**config.mk**
```make
export PLATFORM = sky130hd
export DESIGN_NAME = xbar_resp_router
export DESIGN_NICKNAME = d
export VERILOG_FILES = /design/src/rtl/xbar_resp_router.sv
export SDC_FILE = /design/constraint.sdc
export NUM_CORES = 1
export LEC_CHECK = 0
export CELL_PAD_IN_SITES_DETAIL_PLACEMENT = 1
export CELL_PAD_IN_SITES_GLOBAL_PLACEMENT = 1
export CORE_MARGIN = 2
export CORE_UTILIZATION = 26
export CTS_BUF_LIST = sky130_fd_sc_hd__clkbuf_16
export CTS_CLUSTER_SIZE = 20
export DETAILED_ROUTE_END_ITERATION = 6
export HOLD_SLACK_MARGIN = 0.08
export PLACE_DENSITY = 0.88
export SYNTH_ARGS = -nofsm -noshare
export SYNTH_HDL_FRONTEND = slang
export SYNTH_SLANG_ARGS = --single-unit
```
**constraint.sdc**
```tcl
create_clock -name clk -period 3.1 [get_ports clk]
set_input_delay 0.465 -clock clk [delete_from_list [all_inputs] [get_ports clk]]
set_output_delay 0.465 -clock clk [all_outputs]
set_load 0.02 [all_outputs]
```
**src/rtl/xbar_resp_router.sv**
```systemverilog
// Crossbar return path: forwards one request to the selected chip and routes its response back.
// Optional response timeout is enabled by defining XBAR_TIMEOUT_EN.
module xbar_resp_router #(
    parameter int NCHIP      = 4,
    parameter int SEL_W      = 6,
    parameter int TMO_CYCLES = 256
) (
    input  logic                  clk,
    input  logic                  rst,
    input  logic                  a_valid,
    output logic                  a_ready,
    input  logic [SEL_W-1:0]      a_chip_sel,
    output logic [NCHIP-1:0]      chip_a_valid,
    input  logic [NCHIP-1:0]      chip_a_ready,
    input  logic [NCHIP-1:0]      chip_d_valid,
    input  logic [NCHIP*64-1:0]   chip_d_data,
    input  logic [NCHIP-1:0]      chip_d_error,
    output logic [NCHIP-1:0]      chip_d_ready,
    output logic                  d_valid,
    output logic [63:0]           d_data,
    output logic                  d_error,
    input  logic                  d_ready
);

    localparam int DATA_W = 64;

`ifdef XBAR_TIMEOUT_EN
    localparam int CNT_W = (TMO_CYCLES > 1) ? $clog2(TMO_CYCLES) : 1;
    localparam logic [CNT_W-1:0] CNT_MAX = CNT_W'(TMO_CYCLES - 1);
    logic [CNT_W-1:0] cnt;
`endif

    typedef enum logic [1:0] {S_IDLE, S_REQ, S_WAIT, S_RESP} state_t;

    state_t             state;
    logic [SEL_W-1:0]   sel;
    logic [DATA_W-1:0]  resp_data;
    logic               resp_err;
    logic               a_hs;
    logic               d_hs;

    function automatic logic [NCHIP-1:0] sel_onehot(input logic [SEL_W-1:0] s);
        logic [NCHIP-1:0] oh;
        for (int i = 0; i < NCHIP; i++) begin
            oh[i] = (s == SEL_W'(i));
        end
        return oh;
    endfunction

    // Select 0 is the null page; anything at or beyond NCHIP has no chip behind it.
    function automatic logic is_mapped(input logic [SEL_W-1:0] s);
        return (s != '0) && (s < SEL_W'(NCHIP));
    endfunction

    always_comb begin
        resp_data = '0;
        resp_err  = 1'b0;
        for (int i = 0; i < NCHIP; i++) begin
            if (sel == SEL_W'(i)) begin
                resp_data = chip_d_data[DATA_W*i +: DATA_W];
                resp_err  = chip_d_error[i];
            end
        end
    end

    // The one-hot valid/ready registers are nonzero only in REQ/WAIT, so they qualify the handshakes.
    assign a_hs = |(chip_a_valid & chip_a_ready);
    assign d_hs = |(chip_d_ready & chip_d_valid);

    always_ff @(posedge clk or posedge rst) begin
        if (rst) begin
            state        <= S_IDLE;
            sel          <= '0;
            a_ready      <= 1'b0;
            chip_a_valid <= '0;
            chip_d_ready <= '0;
            d_valid      <= 1'b0;
            d_data       <= '0;
            d_error      <= 1'b0;
`ifdef XBAR_TIMEOUT_EN
            cnt          <= '0;
`endif
        end else begin
            case (state)
                S_IDLE: begin
                    if (a_ready && a_valid) begin
                        a_ready <= 1'b0;
                        sel     <= a_chip_sel;
                        if (is_mapped(a_chip_sel)) begin
                            state        <= S_REQ;
                            chip_a_valid <= sel_onehot(a_chip_sel);
`ifdef XBAR_TIMEOUT_EN
                            cnt          <= '0;
`endif
                        end else begin
                            state   <= S_RESP;
                            d_valid <= 1'b1;
                            d_data  <= '0;
                            d_error <= 1'b1;
                        end
                    end else begin
                        a_ready <= 1'b1;
                    end
                end
                S_REQ, S_WAIT: begin
`ifdef XBAR_TIMEOUT_EN
                    // Saturate so a handshake exactly at the limit cannot wrap the count in WAIT.
                    if (cnt != CNT_MAX) cnt <= cnt + CNT_W'(1);
`endif
                    if (state == S_REQ && a_hs) begin
                        state        <= S_WAIT;
                        chip_a_valid <= '0;
                        chip_d_ready <= sel_onehot(sel);
                    end else if (state == S_WAIT && d_hs) begin
                        state        <= S_RESP;
                        chip_d_ready <= '0;
                        d_valid      <= 1'b1;
                        d_data       <= resp_data;
                        d_error      <= resp_err;
                    end
`ifdef XBAR_TIMEOUT_EN
                    else if (cnt == CNT_MAX) begin
                        state        <= S_RESP;
                        chip_a_valid <= '0;
                        chip_d_ready <= '0;
                        d_valid      <= 1'b1;
                        d_data       <= 64'hDEAD_DEAD_DEAD_DEAD;
                        d_error      <= 1'b1;
                    end
`endif
                end
                S_RESP: begin
                    if (d_ready) begin
                        state   <= S_IDLE;
                        d_valid <= 1'b0;
                        a_ready <= 1'b1;
                    end
                end
                default: begin
                    state <= S_IDLE;
                end
            endcase
        end
    end

endmodule

```
==> results of run 1 <==
==> placed cells by master (no fill, tap or decap), drive strengths merged, types with 2 or more instances in the layout <==
| cell type | instances |
|---|---|
| clkinv | 3 |
| mux2 | 7 |
| nor2b | 44 |
| nand2 | 21 |
| o21a | 2 |
| nand2b | 2 |
| a21oi | 4 |
| nand3 | 17 |
| clkinvlp | 2 |
| inv | 10 |
| a211o | 28 |
| clkdlybuf4s50 | 352 |
| a32o | 11 |
| buf | 16 |
| nor2 | 7 |
| mux2i | 39 |
| clkbuf | 9 |
| a22o | 33 |
| o2bb2ai | 28 |
| mux4 | 10 |
| dfrtp | 83 |
| o31ai | 6 |
| nor3 | 2 |
| o221ai | 27 |
| a211oi | 16 |
| o21ai | 5 |
| a31oi | 17 |
| or3 | 3 |
| o22ai | 2 |
| ha | 5 |
==> per-layer routing <==
layer | vias up | track usage [%] | share of wire, %
met3 | 42 | 3.62 | 7.3
met4 | 0 | 8.23 | 2.7
met2 | 222 | 37.6 | 52
li1 | 2580 | - | -
met5 | - | 0 | 0
met1 | 2749 | 24.6 | 38
==> final cells by class <==
cell class              instances  area share, %
multi-input cells             343           30.7
clock buffers                   9           2.44
repair buffers                368           39.7
well taps                     265           3.59
clock inverters                 7          0.664
flip-flops and latches         83           22.6
inverters                       9          0.379
==> flip-flops by register name, summed over array words and instances, names as in the netlist <==
name / cells
d_error: 1
chip_d_ready: 4
a_ready: 1
sel: 6
chip_a_valid: 4
d_valid: 1
d_data: 64
state: 2
==> worst reg2reg max path, delay by kind of cell (launching register included) <==
| kind | cells | cell delay, ns |
|---|---|---|
| AOI/OAI and AO/OA | 2 | 0.32 |
| adders and majority gates | 1 | 0.29 |
| buffers and inverters | 3 | 0.48 |
| DFF | 1 | 0.42 |
| muxes | 1 | 0.37 |
| and+or+nand+nor | 1 | 0.50 |
==> final timing paths <==
check                                       startpoint                      to  slack, ns
worst max-delay path                     a_chip_sel[5]     d_error$_DFFE_PP0P_       0.56
worst min-delay path                               rst  d_data[45]$_DFFE_PP0P_       0.48
worst max register to register    state[0]$_DFFE_PP0P_     d_error$_DFFE_PP0P_       0.59
worst min register to register  d_data[18]$_DFFE_PP0P_  d_data[18]$_DFFE_PP0P_       0.49
max in group asynchronous                          rst  d_data[51]$_DFFE_PP0P_       1.88
min in group clk                d_data[18]$_DFFE_PP0P_  d_data[18]$_DFFE_PP0P_       0.49
==> where the power goes <==
group,switching (W),internal (W),total [W]
combinational,0.00262,0.00226,0.00489
sequential,0.000451,0.00157,0.00202
clock,0.000435,0.000614,0.00105
==> cells by family after synthesis <==
group	synth area share [%]
mux	13.5
fa+ha+maj	1.21
simple gates	10.6
compound gates	29.4
buf+inv	5.05
flops	40.3
==> per-stage QoR <==
step	area [µm²]	setup slack (ns)
6_report	9240	0.563
5_1_grt	9240	0.487
4_1_cts	9240	0.579
3_5_place_dp	8950	0.236
3_3_place_gp	8950	0.317
2_1_floorplan	5150	0.498
==> impl_results.md, run 1 <==
* Clock Path Buffers at 2
* Share of the yosys chip area belonging to registers at between 40% and 50%
* Routed length per instance at 21.2 µm
* Final nets at 1097
* Antenna violations before repair at 0
* Wire length of the first global-routing pass at 33.2 mm
* TritonRoute pass-1 iters at 4
* DRC violation count after routing at 0
* Area of the core at slightly below 20000 µm²
* TritonCTS clock tree: yes
* Clock root cell: clkbuf_16
* DRC violation total after the first TritonRoute iteration at about 180
* Layout cells sized above 1 at 6.59%
* Signal arrival time at the worst endpoint at 2.75 ns
* Max capacitance violation total at 0
* Cell variety after synth at between 40 and 50
* Average instance area after synthesis at 10.7 µm²
* DIE WIDTH at around 140 µm
* Main flop type after synthesis: dfrtp_1
* Maximum operating frequency at 394 MHz
* Vias in the first global route at around 5800
* Critical path depth in cells at 7
* Leak Pwr at 3.67 nW
* Most area-hungry cell type in the Yosys netlist: dfrtp_1
* Category of cells accounting for the largest share of critical-path delay: simple AND/OR/NAND/NOR gates
* Area of the multi-input gates at ~2800 µm²
* Post-synth top cells: 83 x dfrtp_1, 44 x nor2b_1, 39 x mux2i_1
* Critical path capture point type: flop
* Number of antenna diodes at 0
* Total detailed-routing wirelength at 23.0 mm
* Design Power at 0.00796 W
* Slew Limit Headroom at 62.2%
* Antenna violation net count after detailed routing at 0
* Warnings, synthesis at 0
* Worst hold-check path type: in -> async
* Number of nets in the synthesized netlist at between 700 and 800
* Global-route usage over all layers at 20.9%
* Drt via density at 5.16
* Number of post-CTS setup repair buffers at 0
* Setup Crit Path Kind: in -> reg
* Number of H-tree branching levels at 3
* Total number of vias at 5593
* Final core area utilization at 47.5%
* Final worst-path cycle share at 81.8%
* Number of buffers inserted during clock tree synthesis at 9
* Hold buffer count at CTS at 0
* Worst-Margin Slew at 0.567 ns
* Fraction of post-synthesis cell area in the top cell type by area at 40.3%
* Count of flip-flops with a built-in enable after synthesis at 0
* Max-slew violation total from the final report at 0
* Cell with the most instances after synthesis: dfrtp_1
* Hold WS at about 0.48 ns
* Status: completed
* DP Wirelength at 18.2 mm
* Buffers on Ports at 352
* Min Tclk post-route at 2.54 ns
* Clock sink total at 83
* Cells after DPL at 1068
* # IOs at 353
* Biggest fanout along the worst timing path at 36
* Initial core utilization at 26.5%
* Setup TNS Final at 0 ns
* Cell count of the worst reg-to-reg path at 8
* Final setup violation count at 0
* Maximum number of pins on one net before global-route repair at between 40 and 50
* Sequential standard cell area at 2080 µm²
* Worst supply voltage drop on vdd at about 0.00053 V
* Setup repair after global routing missed its margin: false
* Cell Count, Final, Fillers Out at ~1100
* Height of the die at 145 µm
* Top cells by area in the synthesized netlist: dfrtp_1 40%, mux2i_1 7.6%, a22o_1 5.4%
* Die footprint at between 20000 and 25000 µm²
* Clock insertion delay at the later pin of the skew report at between 0.3 and 0.4 ns
* Last weighted congestion value of the routability-driven placer at slightly below 0.8
* Critical Path Source Type: input port
* Clock transition at path regs at 0.07 ns
* Required time at the worst-slack endpoint at 3.32 ns
* Setup clock skew after layout at 0.00789 ns
* Number of hold violations in the final report at 0
* Cell area after technology mapping at 5150 µm²
* Post-cts repair resize count at 0
* Number of cells produced by synthesis at 483
* Number of fill cells at approximately 2100
* CP Cell Sequence: clkdlybuf4s50_1, or4_1, nand3_1, a22o_2, or3_2, buf_4, mux2_1
* Cell with the largest stage delay on the worst path: or4_1
* Site row count at 51
* Flops & latches, synth at 83
* Longest individual stage delay on the worst path at approximately 0.62 ns
* Fraction of registers with async set/reset at 100%
* Area Overhead vs Synth at 79.2%
* Overflow left after global routing at 0
* Worst Path Buf+Inv at 2
* Power density relative to cell area at 862 nW/µm²
Power figures use the tool's default switching activity.
==> run 2: changes to the inputs <==
Clock period 3.1 ns to 2.35 ns, I/O delays scaled along.
==> impl_results.md, run 2 (same netlist as run 1, synthesis figures left out) <==
* Drt via density at 5.15 (-0.15%)
* Final setup violation count at 0 (unchanged)
* Post-cts repair resize count at 0 (unchanged)
* Overflow left after global routing at 0 (unchanged)
* Total detailed-routing wirelength at 23.2 mm (+0.68%)
* DP Wirelength at 18.3 mm (+0.83%)
* Post-Place Worst Slack at -0.125 ns (-0.361 ns)
* Clock insertion delay at the later pin of the skew report at 0.35 ns (about the same)
* Antenna violations before repair at 0 (unchanged)
* Most used cell along the critical path: inv_1
* Reg with most FFs: d_data
* Setup repair after global routing missed its margin: false
* Max capacitance violation total at 0 (unchanged)
* Total number of vias at 5657 (+1.1%)
* Final nets at 1111 (+1.3%)
* Final worst-path cycle share at 95.1%
* Setup Crit Path Kind: reg -> reg
* Height of the die at 145 µm (unchanged)
* Number of antenna diodes at 0 (unchanged)
* Final core area utilization at 48.4% (+0.91 points)
* Final design instance area without fill at 9420 µm² (+1.9%)
* Setup TNS Final at 0 ns (unchanged)
* Area of the core at 19500 µm² (unchanged)
* Routed length per instance at 21.1 µm (-0.60%)
* Maximum number of pins on one net before global-route repair at 50 (+2.0%)
* Number of buffers inserted during clock tree synthesis at 9 (unchanged)
* DRC violation count after routing at 0 (unchanged)
* Antenna violation net count after detailed routing at 0 (unchanged)
* Cell with the largest stage delay on the worst path: or3_2
* Slew Limit Headroom at 64.1% (+1.9 points)
* Number of flip-flops under the largest register name at 64 (unchanged)
* Hold buffer count at CTS at 0 (unchanged)
* Number of H-tree branching levels at 3 (unchanged)
* Clock transition at path regs at 0.07 ns (about the same)
* Number of fill cells at 2117 (+0.14%)
* Critical Path Source Type: flop
* Wire length of the first global-routing pass at 34.1 mm (+2.6%)
* Worst supply voltage drop on vdd at 0.000706 V (+34%)
* Met3 WL post-DR at 1.65 mm (-1.3%)
* Cells after DPL at 1082 (+1.3%)
* Detailed route wirelength on metal2 at 12.0 mm (-0.12%)
* Biggest fanout along the worst timing path at 39 (+8.3%)
* Worst-Margin Slew at 0.538 ns (-0.0282 ns)
* Buffers on Ports at 352 (unchanged)
* Leak Pwr at 3.76 nW (+2.4%)
* DRC violation total after the first TritonRoute iteration at 218 (+18%)
* Status: completed
* Clock sink total at 83 (unchanged)
* Last weighted congestion value of the routability-driven placer at 0.804 (+2.1%)
* Area Overhead vs Synth at 82.7%
* Min Tclk post-route at 2.23 ns
* DIE WIDTH at 145 µm (unchanged)
* DRT met1 WL at 9.05 mm (+3.6%)
* Required time at the worst-slack endpoint at 2.57 ns (-0.75 ns)
* Die footprint at 21000 µm² (unchanged)
* Global-route usage over all layers at 21.3% (+0.43 points)
* Setup clock skew after layout at 0.00964 ns (+0.00175 ns)
* # IOs at 353 (unchanged)
* TritonRoute pass-1 iters at 6 (+2)
* Longest individual stage delay on the worst path at 0.54 ns (-0.08 ns)
* Site row count at 51 (unchanged)
* Register-to-Register Setup Slack at 0.12 ns (-0.47 ns)
* Number of post-CTS setup repair buffers at 0 (unchanged)
* Maximum operating frequency at 448 MHz
* Final WS setup at 0.116 ns (-0.447 ns)
* Uppermost signal routing layer after detailed routing: met4
* Vias in the first global route at 6143 (+5.7%)
* Most frequent cells in the layout: 352 x clkdlybuf4s50_1, 80 x dfrtp_1, 44 x nor2b_1
* Layout cells sized above 1 at 8.40% (+1.8 points)
* CP Cell Sequence: inv_1, ha_1, inv_1, a31oi_1, a22o_2, or3_2, buf_12, a22o_1
* Placed cell area at 9120 µm² (+1.9%)
* Worst hold-check path type: in -> async
* Most common cell after layout, fill and taps aside: clkdlybuf4s50_1
* Max-slew violation total from the final report at 0 (unchanged)
* Critical path capture point type: flop
* Signal arrival time at the worst endpoint at 2.46 ns (-0.29 ns)
* Clock Path Buffers at 2 (unchanged)
* Largest registers: d_data (64), sel (6)
* TritonCTS clock tree: yes
* Power density relative to cell area at 1150 nW/µm² (+33%)
* Clock root cell: clkbuf_16
* Number of hold violations in the final report at 0 (unchanged)
* Cell Count, Final, Fillers Out at 1098 (+1.3%)
* Initial core utilization at 26.5% (unchanged)
run 2: power by group:
group	switching (W)	internal (W)	leakage, nW
Combinational	0.00345	0.00318	2.50
Clock	0.000609	0.000820	0.141
Sequential	0.000654	0.00208	1.12
run 2: worst paths after layout:
path | startpoint | to | depth (start not counted)
worst max-delay path | state[0]$_DFFE_PP0P_ | d_data[30]$_DFFE_PP0P_ | 8
worst min-delay path | rst | d_data[14]$_DFFE_PP0P_ | 2
worst max register to register | state[0]$_DFFE_PP0P_ | d_data[30]$_DFFE_PP0P_ | 8
worst min register to register | d_data[49]$_DFFE_PP0P_ | d_data[49]$_DFFE_PP0P_ | 1
max in group asynchronous | rst | sel[0]$_DFFE_PP0P_ | 3
min in group clk | d_data[49]$_DFFE_PP0P_ | d_data[49]$_DFFE_PP0P_ | 1
run 2: layout make-up:
cell class	instances	area (µm²)	area share, %
multi-input combinational	343	2830	30.1
inverter	9	37.5	0.399
clock inverter	7	67.6	0.717
timing repair buffer	382	3840	40.7
sequential	83	2090	22.1
clock buffer	9	225	2.39
tap	265	332	3.52
run 2: worst max-delay path, delay by kind of cell (launching register included):
kind	cells	cell delay [ns]
adders and majority gates	1	0.23
buffers and inverters	3	0.38
DFF	1	0.41
and+or+nand+nor	1	0.54
AOI/OAI and AO/OA	3	0.52
run 2: per-stage QoR:
step	hold WS (ns)	power (W)
after global routing	0.377	0.0114
after detailed placement	0.477	0.00937
after global placement	0.471	0.00920
after CTS	0.347	0.0108
after floorplan	0.448	0.00644
final	0.349	0.0108
run 2: layer usage:
layer | GRT usage (%) | vias up
li1 | - | 2606
met1 | 24.9 | 2809
met2 | 38.7 | 212
met3 | 4.28 | 30
met4 | 7.20 | 0
met5 | 0 | -
